==> config.mk <==
export PLATFORM = sky130hd
export DESIGN_NAME = vram_arbiter
export DESIGN_NICKNAME = d
export VERILOG_FILES = /design/src/rtl/vga_pkg.sv /design/src/rtl/vram_rd_tag_pipe.sv /design/src/rtl/vram_arbiter.sv
export SDC_FILE = /design/constraint.sdc
export NUM_CORES = 1
export LEC_CHECK = 0
export ABC_AREA = 1
export CORE_MARGIN = 1.5
export CORE_UTILIZATION = 38
export DETAILED_ROUTE_END_ITERATION = 10
export GPL_TIMING_DRIVEN = 0
export PLACE_DENSITY = 0.75
export SLEW_MARGIN = 10
export SYNTH_ARGS = -nofsm -noshare
export SYNTH_HDL_FRONTEND = slang
export SYNTH_SLANG_ARGS = --single-unit
==> constraint.sdc <==
create_clock -name pclk -period 1.4 [get_ports pclk]
set_input_delay 0.21 -clock pclk [delete_from_list [all_inputs] [get_ports pclk]]
set_output_delay 0.21 -clock pclk [all_outputs]
set_load 0.02 [all_outputs]
==> src/rtl/vga_pkg.sv <==
// Shared VGA timing constants, VRAM defaults and arbiter types used by the
// pixel-fetch and VRAM arbitration logic.
package vga_pkg;

  localparam int H_ACTIVE = 640;
  localparam int H_FRONT  = 16;
  localparam int H_SYNC   = 96;
  localparam int H_BACK   = 48;
  localparam int H_TOTAL  = H_ACTIVE + H_FRONT + H_SYNC + H_BACK;

  localparam int V_ACTIVE = 480;
  localparam int V_FRONT  = 10;
  localparam int V_SYNC   = 2;
  localparam int V_BACK   = 33;
  localparam int V_TOTAL  = V_ACTIVE + V_FRONT + V_SYNC + V_BACK;

  localparam int VRAM_ADDR_W = 16;
  localparam int VRAM_DATA_W = 8;

  typedef enum logic {
    ACTIVE = 1'b0,
    BLANK  = 1'b1
  } mode_e;

  typedef enum logic {
    OWN_DISP = 1'b0,
    OWN_HOST = 1'b1
  } owner_e;

  typedef struct packed {
    logic   valid;
    owner_e owner;
  } rd_tag_t;

endpackage

==> src/rtl/vram_rd_tag_pipe.sv <==
// Return-path tag pipe: tracks each issued read for two cycles and steers
// the RAM read data to the owning port as a registered rvalid/rdata pair.
module vram_rd_tag_pipe
  import vga_pkg::*;
#(
  parameter int DATA_W = VRAM_DATA_W
) (
  input  logic              pclk,
  input  logic              rst_n,
  input  logic              issue_valid,
  input  owner_e            issue_owner,
  input  logic [DATA_W-1:0] ram_rdata,
  output logic              disp_rvalid,
  output logic [DATA_W-1:0] disp_rdata,
  output logic              host_rvalid,
  output logic [DATA_W-1:0] host_rdata
);

  rd_tag_t tag0_q;
  rd_tag_t tag1_q;

  logic to_disp;
  logic to_host;

  assign to_disp = tag1_q.valid && (tag1_q.owner == OWN_DISP);
  assign to_host = tag1_q.valid && (tag1_q.owner == OWN_HOST);

  // tag0 lines up with the RAM command register, tag1 with ram_rdata.
  // NOTE: state uses non-blocking assignments so every register samples the
  // pre-edge values; blocking here would collapse the two stages into one.
  always_ff @(posedge pclk or negedge rst_n) begin
    if (!rst_n) begin
      tag0_q      <= '{valid: 1'b0, owner: OWN_DISP};
      tag1_q      <= '{valid: 1'b0, owner: OWN_DISP};
      disp_rvalid <= 1'b0;
      host_rvalid <= 1'b0;
      disp_rdata  <= '0;
      host_rdata  <= '0;
    end else begin
      tag0_q      <= '{valid: issue_valid, owner: issue_owner};
      tag1_q      <= tag0_q;
      disp_rvalid <= to_disp;
      host_rvalid <= to_host;
      if (to_disp) disp_rdata <= ram_rdata;
      if (to_host) host_rdata <= ram_rdata;
    end
  end

endmodule

==> src/rtl/vram_arbiter.sv <==
// Single-port VRAM arbiter between display prefetch and host port on pclk.
// Optional statistics (disp_stall_cnt, host_starved) under VRAM_ARB_STATS_EN.
module vram_arbiter
  import vga_pkg::*;
#(
  parameter int ADDR_W       = VRAM_ADDR_W,
  parameter int DATA_W       = VRAM_DATA_W,
  parameter int STARVE_LIMIT = 8
) (
  input  logic              pclk,
  input  logic              rst_n,
  input  logic              blank,
  input  logic              disp_valid,
  input  logic [ADDR_W-1:0] disp_addr,
  output logic              disp_ready,
  output logic              disp_rvalid,
  output logic [DATA_W-1:0] disp_rdata,
  input  logic              host_valid,
  input  logic              host_we,
  input  logic [ADDR_W-1:0] host_addr,
  input  logic [DATA_W-1:0] host_wdata,
  output logic              host_ready,
  output logic              host_rvalid,
  output logic [DATA_W-1:0] host_rdata,
  output logic              ram_en,
  output logic              ram_we,
  output logic [ADDR_W-1:0] ram_addr,
  output logic [DATA_W-1:0] ram_wdata,
  input  logic [DATA_W-1:0] ram_rdata
`ifdef VRAM_ARB_STATS_EN
  ,
  output logic [15:0]       disp_stall_cnt,
  output logic              host_starved
`endif
);

  localparam logic [7:0] LIMIT = 8'(STARVE_LIMIT);

  mode_e      mode_q, mode_d;
  logic [7:0] starve_q, starve_d;
  logic       disp_gnt, host_gnt;
  logic       rd_issue;
  owner_e     rd_owner;

  always_ff @(posedge pclk or negedge rst_n) begin
    if (!rst_n) mode_q <= ACTIVE;
    else        mode_q <= mode_d;
  end

  // Arbitration always looks at the registered mode, so a blank edge only
  // changes priority from the following cycle.
  // NOTE: every combinational output gets a default first so no path through
  // the block leaves a signal unassigned and infers a latch.
  always_comb begin
    mode_d     = blank ? BLANK : ACTIVE;
    disp_ready = 1'b0;
    host_ready = 1'b0;
    if (mode_q == BLANK) begin
      host_ready = host_valid;
      disp_ready = disp_valid && !host_valid;
    end else if (host_valid && (starve_q == LIMIT)) begin
      host_ready = 1'b1;
    end else if (disp_valid) begin
      disp_ready = 1'b1;
    end else begin
      host_ready = host_valid;
    end
  end

  assign disp_gnt = disp_valid && disp_ready;
  assign host_gnt = host_valid && host_ready;
  assign rd_issue = disp_gnt || (host_gnt && !host_we);
  assign rd_owner = host_gnt ? OWN_HOST : OWN_DISP;

  always_comb begin
    starve_d = starve_q;
    if (!host_valid || host_gnt || (mode_q == ACTIVE && blank)) starve_d = '0;
    else if (starve_q != LIMIT)                                 starve_d = starve_q + 8'd1;
  end

  always_ff @(posedge pclk or negedge rst_n) begin
    if (!rst_n) begin
      starve_q  <= '0;
      ram_en    <= 1'b0;
      ram_we    <= 1'b0;
      ram_addr  <= '0;
      ram_wdata <= '0;
    end else begin
      starve_q <= starve_d;
      ram_en   <= disp_gnt || host_gnt;
      ram_we   <= host_gnt && host_we;
      if (host_gnt) begin
        ram_addr  <= host_addr;
        ram_wdata <= host_wdata;
      end else if (disp_gnt) begin
        ram_addr <= disp_addr;
      end
    end
  end

  vram_rd_tag_pipe #(
    .DATA_W(DATA_W)
  ) u_tag_pipe (
    .pclk       (pclk),
    .rst_n      (rst_n),
    .issue_valid(rd_issue),
    .issue_owner(rd_owner),
    .ram_rdata  (ram_rdata),
    .disp_rvalid(disp_rvalid),
    .disp_rdata (disp_rdata),
    .host_rvalid(host_rvalid),
    .host_rdata (host_rdata)
  );

`ifdef VRAM_ARB_STATS_EN
  always_ff @(posedge pclk or negedge rst_n) begin
    if (!rst_n) begin
      disp_stall_cnt <= '0;
      host_starved   <= 1'b0;
    end else begin
      if (disp_valid && !disp_ready && (disp_stall_cnt != 16'hFFFF))
        disp_stall_cnt <= disp_stall_cnt + 16'd1;
      if (starve_d == LIMIT) host_starved <= 1'b1;
    end
  end
`endif

endmodule

-- Word level (Yosys, flattened, before mapping)
Cells that the tools add are included.
- input bits: 54
- bits in registers: 57
- word-level logic and storage cells: 48
- output and inout port bits: 46
- muxes and demuxes: 12
- equal/unequal tests: 2
- add/subtract/negate cells: 1
- reductions and logical operators: 17
- bitwise gates (word level): 2
- operators by type and width (cell ; count):
    $mux W16 ; 2
    $mux W8 ; 2
    $logic_and A1 B1 Y1 ; 9
    $add A8 B1 Y8 const B ; 1
    $eq A8 B4 Y1 const B ; 1
    $mux W1 ; 8
    $ne A8 B4 Y1 const B ; 1
    $logic_or A1 B1 Y1 ; 4
    $reduce_bool A2 Y1 ; 2
    $logic_not A1 Y1 ; 2
    $not A1 Y1 ; 2

-- Depth between registers and ports, before layout
Gate-level depths: netlist of the first run.
- depth after elaboration: 8
- depth in mapped cells: 12
- gate-level depth less buffers: 11

-- By module
Synthesis of the first run repeated with hierarchy kept, for this count alone.
- cell total of the unflattened synthesis: 288
- area, all modules: 2482.4 µm²
- modules (own cells, without submodules) (module ; times used ; cells an instance ; seq. area each (µm²) ; area each (µm²)):
    vram_arbiter ; 1 ; 210 ; 875.8 ; 1661.6
    vram_rd_tag_pipe ; 1 ; 78 ; 550.5 ; 820.8

-- Worst setup path after synthesis of the first run
OpenSTA, ideal clock, no wires.
- path kind: register to output
- from: register starve_q[0]
- to: output port disp_ready
- path buffers: 1
- required time: 1190 ps
- data arrival time: 1465 ps
- setup slack: -275 ps
- stages on the path, launching flop included: 11
- path through: dfrtp_1 -> inv_1 -> ha_1 -> inv_1 -> nor2_1 -> nand2_1 -> nand2_2 -> nand2_4 -> inv_1 -> buf_4 -> nor2_1
- word-level cells in the longest chain between the ends: 4
- RTL lines (item ; RTL line ; source):
    start: declaration ; vram_arbiter.sv:40 ; logic [7:0] starve_q, starve_d;
    start signal: assignment ; vram_arbiter.sv:89 ; starve_q <= starve_d;
    $eq A8 B4 Y1 ; vram_arbiter.sv:61 ; end else if (host_valid && (starve_q == LIMIT)) begin
    $logic_and A1 B1 Y1 ; vram_arbiter.sv:61 ;
    $mux W1 ; vram_arbiter.sv:61 ;
    $mux W1 ; vram_arbiter.sv:58 ; if (mode_q == BLANK) begin
    end: declaration ; vram_arbiter.sv:15 ; output logic disp_ready,
Every way passes these cells.

-- Final worst setup path of the first run
Ends and elaborated chain as after synthesis.

==> flow_metrics.env, run 1 <==
export IMPL_post_dp_hpwl_mm=4.16
export IMPL_clk_latency_ps=330
export IMPL_cts_root_buffer="clkbuf_8"
export IMPL_finalNetCount=460
export IMPL_ios=100
export IMPL_post_route_util_pct=62.6
export IMPL_leakagePower_nw=1.98
export IMPL_p_switching_w=0.00127
export IMPL_start_kind="flip-flop"
export IMPL_cts_path_max_buffers=2
export IMPL_synth_compound_area_share_pct=3.83
export IMPL_yosys_area_share_simple_pct=27.5
export IMPL_routedWlPerCell_um=12.7
export IMPL_endpoint_kind="output port"
export IMPL_rr_worst_depth=13
export IMPL_final_max_slew_viol_count=0
export IMPL_clock_sinks=57
export IMPL_power_share_switching_pct=28.9
export IMPL_ant_nets=0
export IMPL_yosys_area_top_type="dfrtp_1"
export IMPL_gp_congestion=0.775
export IMPL_fmax_mhz=573
export IMPL_finalWirelength_mm=6.16
export IMPL_drt_iter0_markers=70
export IMPL_finClkSkew_ps=7.05
export IMPL_grt_max_degree=58
export IMPL_synth_area_leaders="dfrtp_1, nand2_1, nand3_1, inv_1, o21ai_0"
export IMPL_synth_cells=285
export IMPL_grt_pass1_wl_mm=10.4
export IMPL_fin_cells=484
export IMPL_dp_slack_ps=-1000
export IMPL_hold_violations=0
export IMPL_synth_top_family_by_area="simple AND/OR/NAND/NOR gates"
export IMPL_synthAdderAreaFrac_pct=1.03
export IMPL_synth_area_sq_um=2420
export IMPL_rsz0062_at_grt="yes"
export IMPL_die_area_sq_um=6860
export IMPL_seq_area_frac_synth_pct=58.9
export IMPL_hp_class="reg -> reg"
export IMPL_final_cell_mix="nand2_1, dfrtp_1, clkdlybuf4s50_1, dlygate4sd2_1, inv_1"
export IMPL_synth_xor_area_share_pct=1.81
export IMPL_path_class="reg -> out"
export IMPL_power_per_cell_area_nw_per_um2=1160
export IMPL_ir_drop_mv=0.664
export IMPL_drc_errors=0
export IMPL_cts_made_buffers=9
export IMPL_placeableCoreArea_sq_um=6030
export IMPL_muxShareOfSynthArea_pct=0
export IMPL_grt_remaining_overflow=0
export IMPL_holdPathStages=0
export IMPL_synth_area_per_cell_sq_um=8.49
export IMPL_p_comb_share_pct=22.3
export IMPL_ys_warn_count=0
export IMPL_worstPathArrival_ps=1530
export IMPL_intPower_w=0.00312
export IMPL_synth_nets=341
export IMPL_clk_transition_reported_paths_ps=70
export IMPL_grt_pass1_vias=2241
export IMPL_hp_start="u_tag_pipe.tag0_q[0]$_DFF_PN0_"
export IMPL_r2r_slack_ps=-240
export IMPL_port_buffers=98
export IMPL_min_period_ps=1740
export IMPL_crit_path_max_fanout=3
export IMPL_dr_total_vias=2222
export IMPL_status="complete, but fails checks"
export IMPL_drive_gt1_share_pct=10.5
export IMPL_relSlewSlack_pct=52.0
export IMPL_area_delta_synth_final_pct=56.0
export IMPL_vias_per_cell=4.59
export IMPL_power_frac_clock_pct=34.1
export IMPL_cap_violations=0
export IMPL_start_util_pct=40.2
export IMPL_ys_seq_elements=57
export IMPL_diodes=0
export IMPL_violations="negative setup slack"
export IMPL_track_usage_pct=18.7
export IMPL_place_inst=458
export IMPL_synth_top_area_share_pct=58.9
export IMPL_drt_pass1_iter_count=4
export IMPL_setup_violations=37
export IMPL_holdPathEnd="u_tag_pipe.tag1_q[0]$_DFF_PN0_"
export IMPL_critPathRequiredTime_ps=1190
export IMPL_seqPwrFrac_pct=43.6
export IMPL_r2r_end="ram_addr[10]$_DFFE_PN0P_"
export IMPL_rows=28
export IMPL_die_h_um=82.8
export IMPL_finalSetupTns_ps=-6380
export IMPL_hold_ws_ps=350
export IMPL_cts_tree="yes"
export IMPL_synth_cell_types=19
export IMPL_critPathLaunch="starve_q[0]$_DFFE_PN0P_"
export IMPL_fin_ws_ps=-344
export IMPL_reg2reg_from="starve_q[0]$_DFFE_PN0P_"
export IMPL_die_w_um=82.8
export IMPL_worst_pin_slew_ps=720
export IMPL_final_common_cell="nand2_1"
export IMPL_fin_crit_sh_pct=125
export IMPL_htreeDepth=3
export IMPL_grt_antenna_before_repair=0
metal layers:
layer  wire length [um]  global-route usage (%)
met1               2730                    23.3
met2               3040                    31.3
met3                286                    3.78
met4                108                    8.64
met5                  0                       0
power groups by stage:
| stage | Combinational [W] | Sequential [W] | Clock [W] |
|---|---|---|---|
| after detailed placement | 0.00106 | 0.00195 | 0 |
| after global routing | 0.00107 | 0.00193 | 0.00162 |
| after CTS | 0.000967 | 0.00191 | 0.00154 |
| after global placement | 0.00105 | 0.00194 | 0 |
| final | 0.000978 | 0.00191 | 0.00150 |
| after floorplan | 0.000261 | 0.00215 | 0 |
cells by family (layout without fill, tap and decap cells):
family,Yosys count,after routing
AOI/OAI and AO/OA,17,17
xor gates and xnor gates,5,5
adders and majority gates,2,2
buffers and inverters,38,162
DFF,57,57
and+or+nand+nor,166,166
state kept, by name (all words and copies together), names as in the netlist, 2 cells and up:
| name | cells |
|---|---|
| ram_addr | 16 |
| ram_wdata | 8 |
| starve_q | 8 |
| u_tag_pipe.disp_rdata | 8 |
| u_tag_pipe.host_rdata | 8 |
| u_tag_pipe.tag0_q | 2 |
| u_tag_pipe.tag1_q | 2 |
synth_stat cells, drive strengths merged:
| cell type | instances |
|---|---|
| nand2 | 127 |
| o211ai | 1 |
| dfrtp | 57 |
| clkbuf | 4 |
| o21ai | 16 |
| ha | 2 |
| xnor2 | 1 |
| nand3 | 21 |
| inv | 28 |
| buf | 6 |
| xor2 | 4 |
| nor2 | 17 |
| nor3 | 1 |
layout make-up:
type	instances	area, sq um
Clock buffer	11	141
Sequential cell	57	1430
Timing Repair Buffer	109	1030
Clock inverter	5	55.1
Fill cell	552	2250
Multi-Input combinational cell	190	851
Inverter	28	113
Buffer	9	65.1
Tap cell	75	93.8
timing repair:
item / 4_1_cts / 5_1_grt
setup buffers: 5 / 4
endpoints found under the setup margin: 81 / 37
hold buffers: 1 / 0
gates resized for setup: 60 / 5
pin swaps: 1 / 1
endpoints found under the hold margin: 57 / 0
cloned: 0 / 1
metrics by stage:
step,area (sq um),power (W)
after floorplan,2440,0.00241
after global placement,3510,0.00299
after detailed placement,3510,0.00301
after CTS,3700,0.00442
after global routing,3770,0.00462
final,3770,0.00439
critical path: stages (launching register included):
cell     delay (ps)
dfrtp_1         390
inv_1            60
ha_2            160
inv_2            30
nor2_1           70
nand2_1          90
nand2_4         100
nand2_8          70
inv_8            70
nor2_4           30
buf_6           120
worst max path at each step:
stage / endpoint / cells past startpoint
floorplan: disp_ready / 10
global placement: u_tag_pipe.host_rdata[7]$_DFFE_PN0P_ / 1
detailed placement: disp_ready / 9
CTS: disp_ready / 10
global route: disp_ready / 10
finish: disp_ready / 10
No activity file was read; power rests on OpenSTA's default activity.
==> inputs of run 2 (changes only) <==
CORE_ASPECT_RATIO = 0.6   (was unset)
CORE_UTILIZATION = 39   (was 38)
PLACE_DENSITY = 0.76   (was 0.75)
SYNTH_HIERARCHICAL = 1   (was unset)
==> run 2 against run 1 <==
Against the previous run: highest routed layer unchanged; clock power is 15% higher; sequential share of layout area is 3.1 points lower; final cell count up 4.3%; wire length grew 6.4%; register-to-register slack got worse by 120 ps; global-route usage rose by 1.5 points; utilization increased by 4.4 points; the run still ends with negative setup slack left; critical endpoint unchanged; total power is 8.9% higher; largest power group unchanged; maximum frequency decreased by 6.4%.
==> flow_metrics.env, run 2 <==
export IMPL_setup_violations=37
export IMPL_grt_remaining_overflow=0
export IMPL_die_w_um=106
export IMPL_rsz0062_at_grt="yes"
export IMPL_crit_path_max_fanout=3
export IMPL_start_util_pct=40.4
export IMPL_synth_nets=344
export IMPL_cts_made_buffers=9
export IMPL_grt_busiest_layer="met2"
export IMPL_ys_warn_count=6
export IMPL_dr_total_vias=2349
export IMPL_status="complete, but fails checks"
export IMPL_diodes=0
export IMPL_grt_pass1_wl_mm=10.5
export IMPL_ys_seq_elements=57
export IMPL_reg2reg_from="starve_q[1]$_DFFE_PN0P_"
export IMPL_synth_area_per_cell_sq_um=8.62
export IMPL_vias_per_cell=4.65
export IMPL_power_per_cell_area_nw_per_um2=1160
export IMPL_async_reset_ff_share_pct=100
export IMPL_cts_root_buffer="clkbuf_8"
export IMPL_gp_congestion=0.787
export IMPL_finClkSkew_ps=7.12
export IMPL_hp_start="host_valid"
export IMPL_yosysMostFrequentCell="nand2_1"
export IMPL_grt_antenna_before_repair=0
export IMPL_area_delta_synth_final_pct=65.7
export IMPL_ios=100
export IMPL_drive_gt1_share_pct=23.0
export IMPL_hp_class="in -> reg"
export IMPL_grt_max_degree=37
export IMPL_routedWlPerCell_um=13.0
export IMPL_synth_top_area_share_pct=57.5
export IMPL_placeableCoreArea_sq_um=6140
export IMPL_placed_area_sq_um=3600
export IMPL_post_dp_hpwl_mm=4.42
export IMPL_seq_area_frac_synth_pct=57.5
export IMPL_htreeDepth=3
export IMPL_r2r_end="starve_q[4]$_DFFE_PN0P_"
export IMPL_track_usage_pct=20.3
export IMPL_synth_common_cells="nand2_1, dfrtp_1, nand3_1"
export IMPL_holdPathEnd="ram_addr[13]$_DFFE_PN0P_"
export IMPL_design_area_sq_um=4110
export IMPL_final_common_cell="nand2_1"
export IMPL_violations="negative setup slack"
export IMPL_rows=22
export IMPL_hold_violations=0
export IMPL_fin_ws_ps=-464
export IMPL_die_h_um=64.8
export IMPL_ir_drop_mv=0.497
export IMPL_fmax_mhz=537
export IMPL_use_met1_pct=26.9
export IMPL_synth_cells=288
export IMPL_yosys_area_top_type="dfrtp_1"
export IMPL_final_max_slew_viol_count=0
export IMPL_met2_usage_pct=30.6
export IMPL_clk_latency_ps=330
export IMPL_critPathRequiredTime_ps=1190
export IMPL_synth_cell_types=21
export IMPL_endpoint_kind="output port"
export IMPL_nFillCells=513
export IMPL_ff_latch_area_sq_um=1430
export IMPL_holdPathStages=5
export IMPL_final_cell_mix="nand2_1, dfrtp_1, clkdlybuf4s50_1, dlygate4sd2_1, nand3_1"
export IMPL_rr_worst_depth=10
export IMPL_ant_nets=0
export IMPL_finalNetCount=472
export IMPL_drc_errors=0
export IMPL_fin_crit_sh_pct=133
export IMPL_regMostFlops="ram_addr"
export IMPL_min_period_ps=1860
export IMPL_clock_sinks=57
export IMPL_cts_path_max_buffers=2
export IMPL_die_area_sq_um=6870
export IMPL_relSlewSlack_pct=66.9
export IMPL_port_buffers=98
export IMPL_start_kind="flip-flop"
export IMPL_synth_area_leaders="dfrtp_1, nand2_1, nand3_1, nor2_1, inv_1"
export IMPL_grtUsageMet3_pct=7.75
export IMPL_synth_edf_count=0
export IMPL_leakagePower_nw=2.10
export IMPL_synthFlopType="dfrtp_1"
export IMPL_grt_pass1_vias=2205
export IMPL_worstPathArrival_ps=1650
export IMPL_r2r_slack_ps=-360
export IMPL_drt_pass1_iter_count=4
export IMPL_finalSetupTns_ps=-11030
export IMPL_worst_pin_slew_ps=496
export IMPL_multi_input_area_sq_um=1040
export IMPL_cap_violations=0
export IMPL_clk_transition_reported_paths_ps=60
export IMPL_synth_area_sq_um=2480
export IMPL_largest_reg_flops=16
export IMPL_finalWirelength_mm=6.56
export IMPL_drt_iter0_markers=57
export IMPL_cts_tree="yes"
export IMPL_path_class="reg -> out"
## run 2: repair_timing
action / 4_1_cts / 5_1_grt
gates resized for setup: 64 / 48
setup buffers: 11 / 6
setup endpoints to repair: 81 / 37
cloned: 2 / 1
hold buffers: 1 / 0
endpoints found under the hold margin: 21 / 0
pin swaps: 2 / 19
## run 2: worst max-delay path by stage
stage	from	end	slack (ps)	depth (start not counted)
finish	starve_q[1]$_DFFE_PN0P_	disp_ready	-460	9
global route	starve_q[1]$_DFFE_PN0P_	disp_ready	-540	9
CTS	starve_q[0]$_DFFE_PN0P_	host_ready	-470	8
detailed placement	disp_valid	disp_ready	-1060	9
global placement	rst_n	ram_addr[2]$_DFFE_PN0P_	-1620	1
floorplan	starve_q[0]$_DFFE_PN0P_	disp_ready	-70	8
## run 2: worst max-delay path: stages, from the launching register on
cell	delay, ps
dfrtp_1	380
inv_1	70
ha_2	180
nand3_2	80
o21ai_4	210
nand2_4	90
inv_4	70
buf_8	90
nor2_4	30
buf_6	120
## run 2: logic make-up after synthesis
kind of cell	Yosys count	synth area share [%]
buffers and inverters	26	5.90
flip-flops	57	57.5
AND/OR/NAND/NOR	195	32.6
XOR/XNOR	5	1.76
AO/OA/AOI/OAI	3	1.26
adder cells (fa/ha/maj)	2	1.01
## run 2: area by class of cell
type,count,share of cell area [%]
sequential,57,34.7
timing repair buffer,117,27.8
multi-input combinational,205,25.3
tap,84,2.56
clock buffer,11,3.68
clock inverter,5,1.89
inverter,15,1.61
buffer,11,2.43
## run 2: metal layers
layer,share of wire [%],vias up
met1,46,1105
met4,1.3,0
li1,-,1152
met3,8.4,9
met5,0,-
met2,45,83
## run 2: power breakdown
group          switching [W]  leakage [nW]  internal, W  total, W
combinational       0.000619          1.28     0.000505   0.00112
clock               0.000642         0.115      0.00109   0.00173
sequential         0.0000934         0.707      0.00182   0.00192
total                0.00135          2.10      0.00342   0.00478
## run 2: metrics by stage
step	utilization [%]	total power (W)	instances	hold slack (ps)	setup WS, ps
6_report	67.0	0.00478	505	340	-464
5_1_grt	67.0	0.00499	505	360	-543
4_1_cts	64.1	0.00474	501	319	-469
3_5_place_dp	58.7	0.00306	471	207	-1060
3_3_place_gp	58.4	0.00304	470	335	-1620
2_1_floorplan	-	0.00244	288	-85.6	-71.4
==> inputs of run 3 (changes only) <==
CORE_UTILIZATION = 43   (was 39)
PLACE_DENSITY = 0.8   (was 0.76)
clock period = 2.11 ns   (was 1.4 ns; I/O delays follow)
==> run 3 against run 2 <==
Against the previous run: the flow now finishes without violations; utilization grew 2.1 points; critical path depth stayed put; non-clock buffer count fell by 9; count of clock-buffer cells in the layout stayed put; final area decreased by 6.4%; register-to-register slack improved by 770 ps; wire length is 8.8% lower; hold slack gained 7.8 ps; largest cell class unchanged; largest power group unchanged.
==> flow_metrics.env, run 3 (synthesis results as in run 2) <==
export IMPL_placeableCoreArea_sq_um=5570
export IMPL_diodes=0
export IMPL_die_w_um=101
export IMPL_nFillCells=456
export IMPL_fin_cells=492
export IMPL_ios=100
export IMPL_rr_worst_depth=11
export IMPL_rows=21
export IMPL_grt_pass1_wl_mm=9.55
export IMPL_cts_path_max_buffers=2
export IMPL_min_period_ps=2000
export IMPL_clk_transition_reported_paths_ps=60
export IMPL_gp_congestion=0.772
export IMPL_die_area_sq_um=6250
export IMPL_power_per_cell_area_nw_per_um2=760
export IMPL_start_util_pct=44.6
export IMPL_crit_top_cell="inv_1"
export IMPL_track_usage_pct=20.7
export IMPL_finalNetCount=463
export IMPL_place_inst=468
export IMPL_r2r_slack_ps=410
export IMPL_fin_ws_ps=106
export IMPL_maxUsedRoutingLayer="met4"
export IMPL_leakagePower_nw=1.90
export IMPL_path_class="reg -> out"
export IMPL_port_buffers=98
export IMPL_hp_class="reg -> reg"
export IMPL_htreeDepth=3
export IMPL_ir_drop_mv=0.290
export IMPL_grt_remaining_overflow=0
export IMPL_grt_antenna_before_repair=0
export IMPL_final_max_slew_viol_count=0
export IMPL_hold_ws_ps=348
export IMPL_drive_gt1_share_pct=10.9
export IMPL_placed_area_sq_um=3610
export IMPL_area_delta_synth_final_pct=55.1
export IMPL_reg2reg_from="starve_q[0]$_DFFE_PN0P_"
export IMPL_cts_made_buffers=9
export IMPL_cp_depth=9
export IMPL_final_cell_mix="nand2_1, clkdlybuf4s50_1, dfrtp_1, nand3_1, nor2_1"
export IMPL_post_dp_hpwl_mm=4.41
export IMPL_critPathLaunch="starve_q[0]$_DFFE_PN0P_"
export IMPL_r2r_end="ram_addr[8]$_DFFE_PN0P_"
export IMPL_setup_violations=0
export IMPL_finClkSkew_ps=5.84
export IMPL_worstPathBufferInverterCount=4
export IMPL_regMostFlops="ram_addr"
export IMPL_rsz0062_at_grt="no"
export IMPL_grt_max_degree=23
export IMPL_worst_pin_slew_ps=612
export IMPL_drt_iter0_markers=67
export IMPL_largest_reg_flops=16
export IMPL_fmax_mhz=499
export IMPL_drt_pass1_iter_count=4
export IMPL_cap_violations=0
export IMPL_slowest_delay_ps=390
export IMPL_ant_nets=0
export IMPL_met1_length_mm=2.76
export IMPL_worstSetupEndpoint="disp_ready"
export IMPL_design_area_sq_um=3850
export IMPL_path_delay_family="buffers and inverters"
export IMPL_dr_total_vias=2279
export IMPL_crit_chain="inv_1 > ha_1 > nand3_2 > o21ai_4 > nand2_4 > inv_1 > buf_6 > nor2_1 > buf_2"
export IMPL_routedWlPerCell_um=12.2
export IMPL_clock_sinks=57
export IMPL_final_common_cell="nand2_1"
export IMPL_dp_slack_ps=-489
export IMPL_drc_errors=0
export IMPL_critPathRequiredTime_ps=1790
export IMPL_cts_root_buffer="clkbuf_8"
export IMPL_grt_pass1_vias=2110
export IMPL_wl_met3_um=530
export IMPL_crit_path_max_fanout=4
export IMPL_hold_violations=0
export IMPL_finalWirelength_mm=5.98
export IMPL_slowest_stage="dfrtp_1"
export IMPL_route_met2_wl_mm=2.62
export IMPL_cts_tree="yes"
export IMPL_worstPathArrival_ps=1690
export IMPL_relSlewSlack_pct=59.0
export IMPL_start_kind="flip-flop"
export IMPL_status="finished, final reports clean"
export IMPL_endpoint_kind="output port"
export IMPL_clk_latency_ps=330
export IMPL_die_h_um=61.9
export IMPL_fin_crit_sh_pct=95.0
export IMPL_vias_per_cell=4.63
[run 3: worst min-delay path by stage]
stage | cells past startpoint | startpoint | end | slack (ps)
final | 0 | u_tag_pipe/tag0_q[0]$_DFF_PN0_ | u_tag_pipe/tag1_q[0]$_DFF_PN0_ | 350
after global routing | 0 | u_tag_pipe/tag0_q[0]$_DFF_PN0_ | u_tag_pipe/tag1_q[0]$_DFF_PN0_ | 360
after CTS | 0 | u_tag_pipe/tag0_q[0]$_DFF_PN0_ | u_tag_pipe/tag1_q[0]$_DFF_PN0_ | 350
after detailed placement | 1 | rst_n | ram_wdata[7]$_DFFE_PN0P_ | 270
after global placement | 0 | u_tag_pipe/tag0_q[1]$_DFF_PN0_ | u_tag_pipe/tag1_q[1]$_DFF_PN0_ | 330
after floorplan | 0 | rst_n | mode_q$_DFF_PN0_ | 20
[run 3: what timing repair did]
| item | 4_1_cts | 5_1_grt |
|---|---|---|
| gates resized for setup | 8 | 1 |
| setup buffers | 4 | 3 |
| pin swaps | 1 | 1 |
| setup endpoints to repair | 2 | 2 |
| endpoints found under the hold margin | 15 | 0 |
| hold buffers | 1 | 0 |
[run 3: worst reg2reg max path: stages (launching register included)]
cell and delay (ps):
dfrtp_1 390, inv_1 70, ha_1 160, nand3_2 100, o21ai_4 210, buf_4 140
buf_4 140, buf_4 160, nand3_1 70, nand2_1 100, nand2_1 60, nand2_1 60
[run 3: layout make-up]
type / instances / area, sq um / share of cell area (%)
Sequential cell: 57 / 1430 / 37.0
Multi-Input combinational cell: 205 / 910 / 23.6
Inverter: 15 / 63.8 / 1.66
Timing Repair Buffer: 108 / 1080 / 28.1
Clock buffer: 11 / 151 / 3.93
Clock inverter: 5 / 30.0 / 0.780
Buffer: 11 / 86.3 / 2.24
Tap cell: 80 / 100 / 2.60
[run 3: through the flow]
step	utilization, %	power (W)	setup TNS (ps)
after CTS	68.8	0.00297	0
final	69.1	0.00293	0
after global placement	64.0	0.00201	-57990
after global routing	69.1	0.00309	0
after detailed placement	64.9	0.00203	-822
after floorplan	-	0.00162	0
[run 3: per-layer routing]
metal,track usage (%),vias to the layer above
li1,-,1133
met1,26.3,1056
met2,32.3,83
met3,8.28,7
met4,8.33,0
met5,0,-
[run 3: power by group]
| group | switching (W) | leakage, nW | internal, W | total, W |
|---|---|---|---|---|
| Combinational | 0.000376 | 1.10 | 0.000372 | 0.000748 |
| Sequential | 0.0000608 | 0.707 | 0.00121 | 0.00127 |
| Clock | 0.000425 | 0.0911 | 0.000483 | 0.000908 |
| Total | 0.000861 | 1.90 | 0.00207 | 0.00293 |
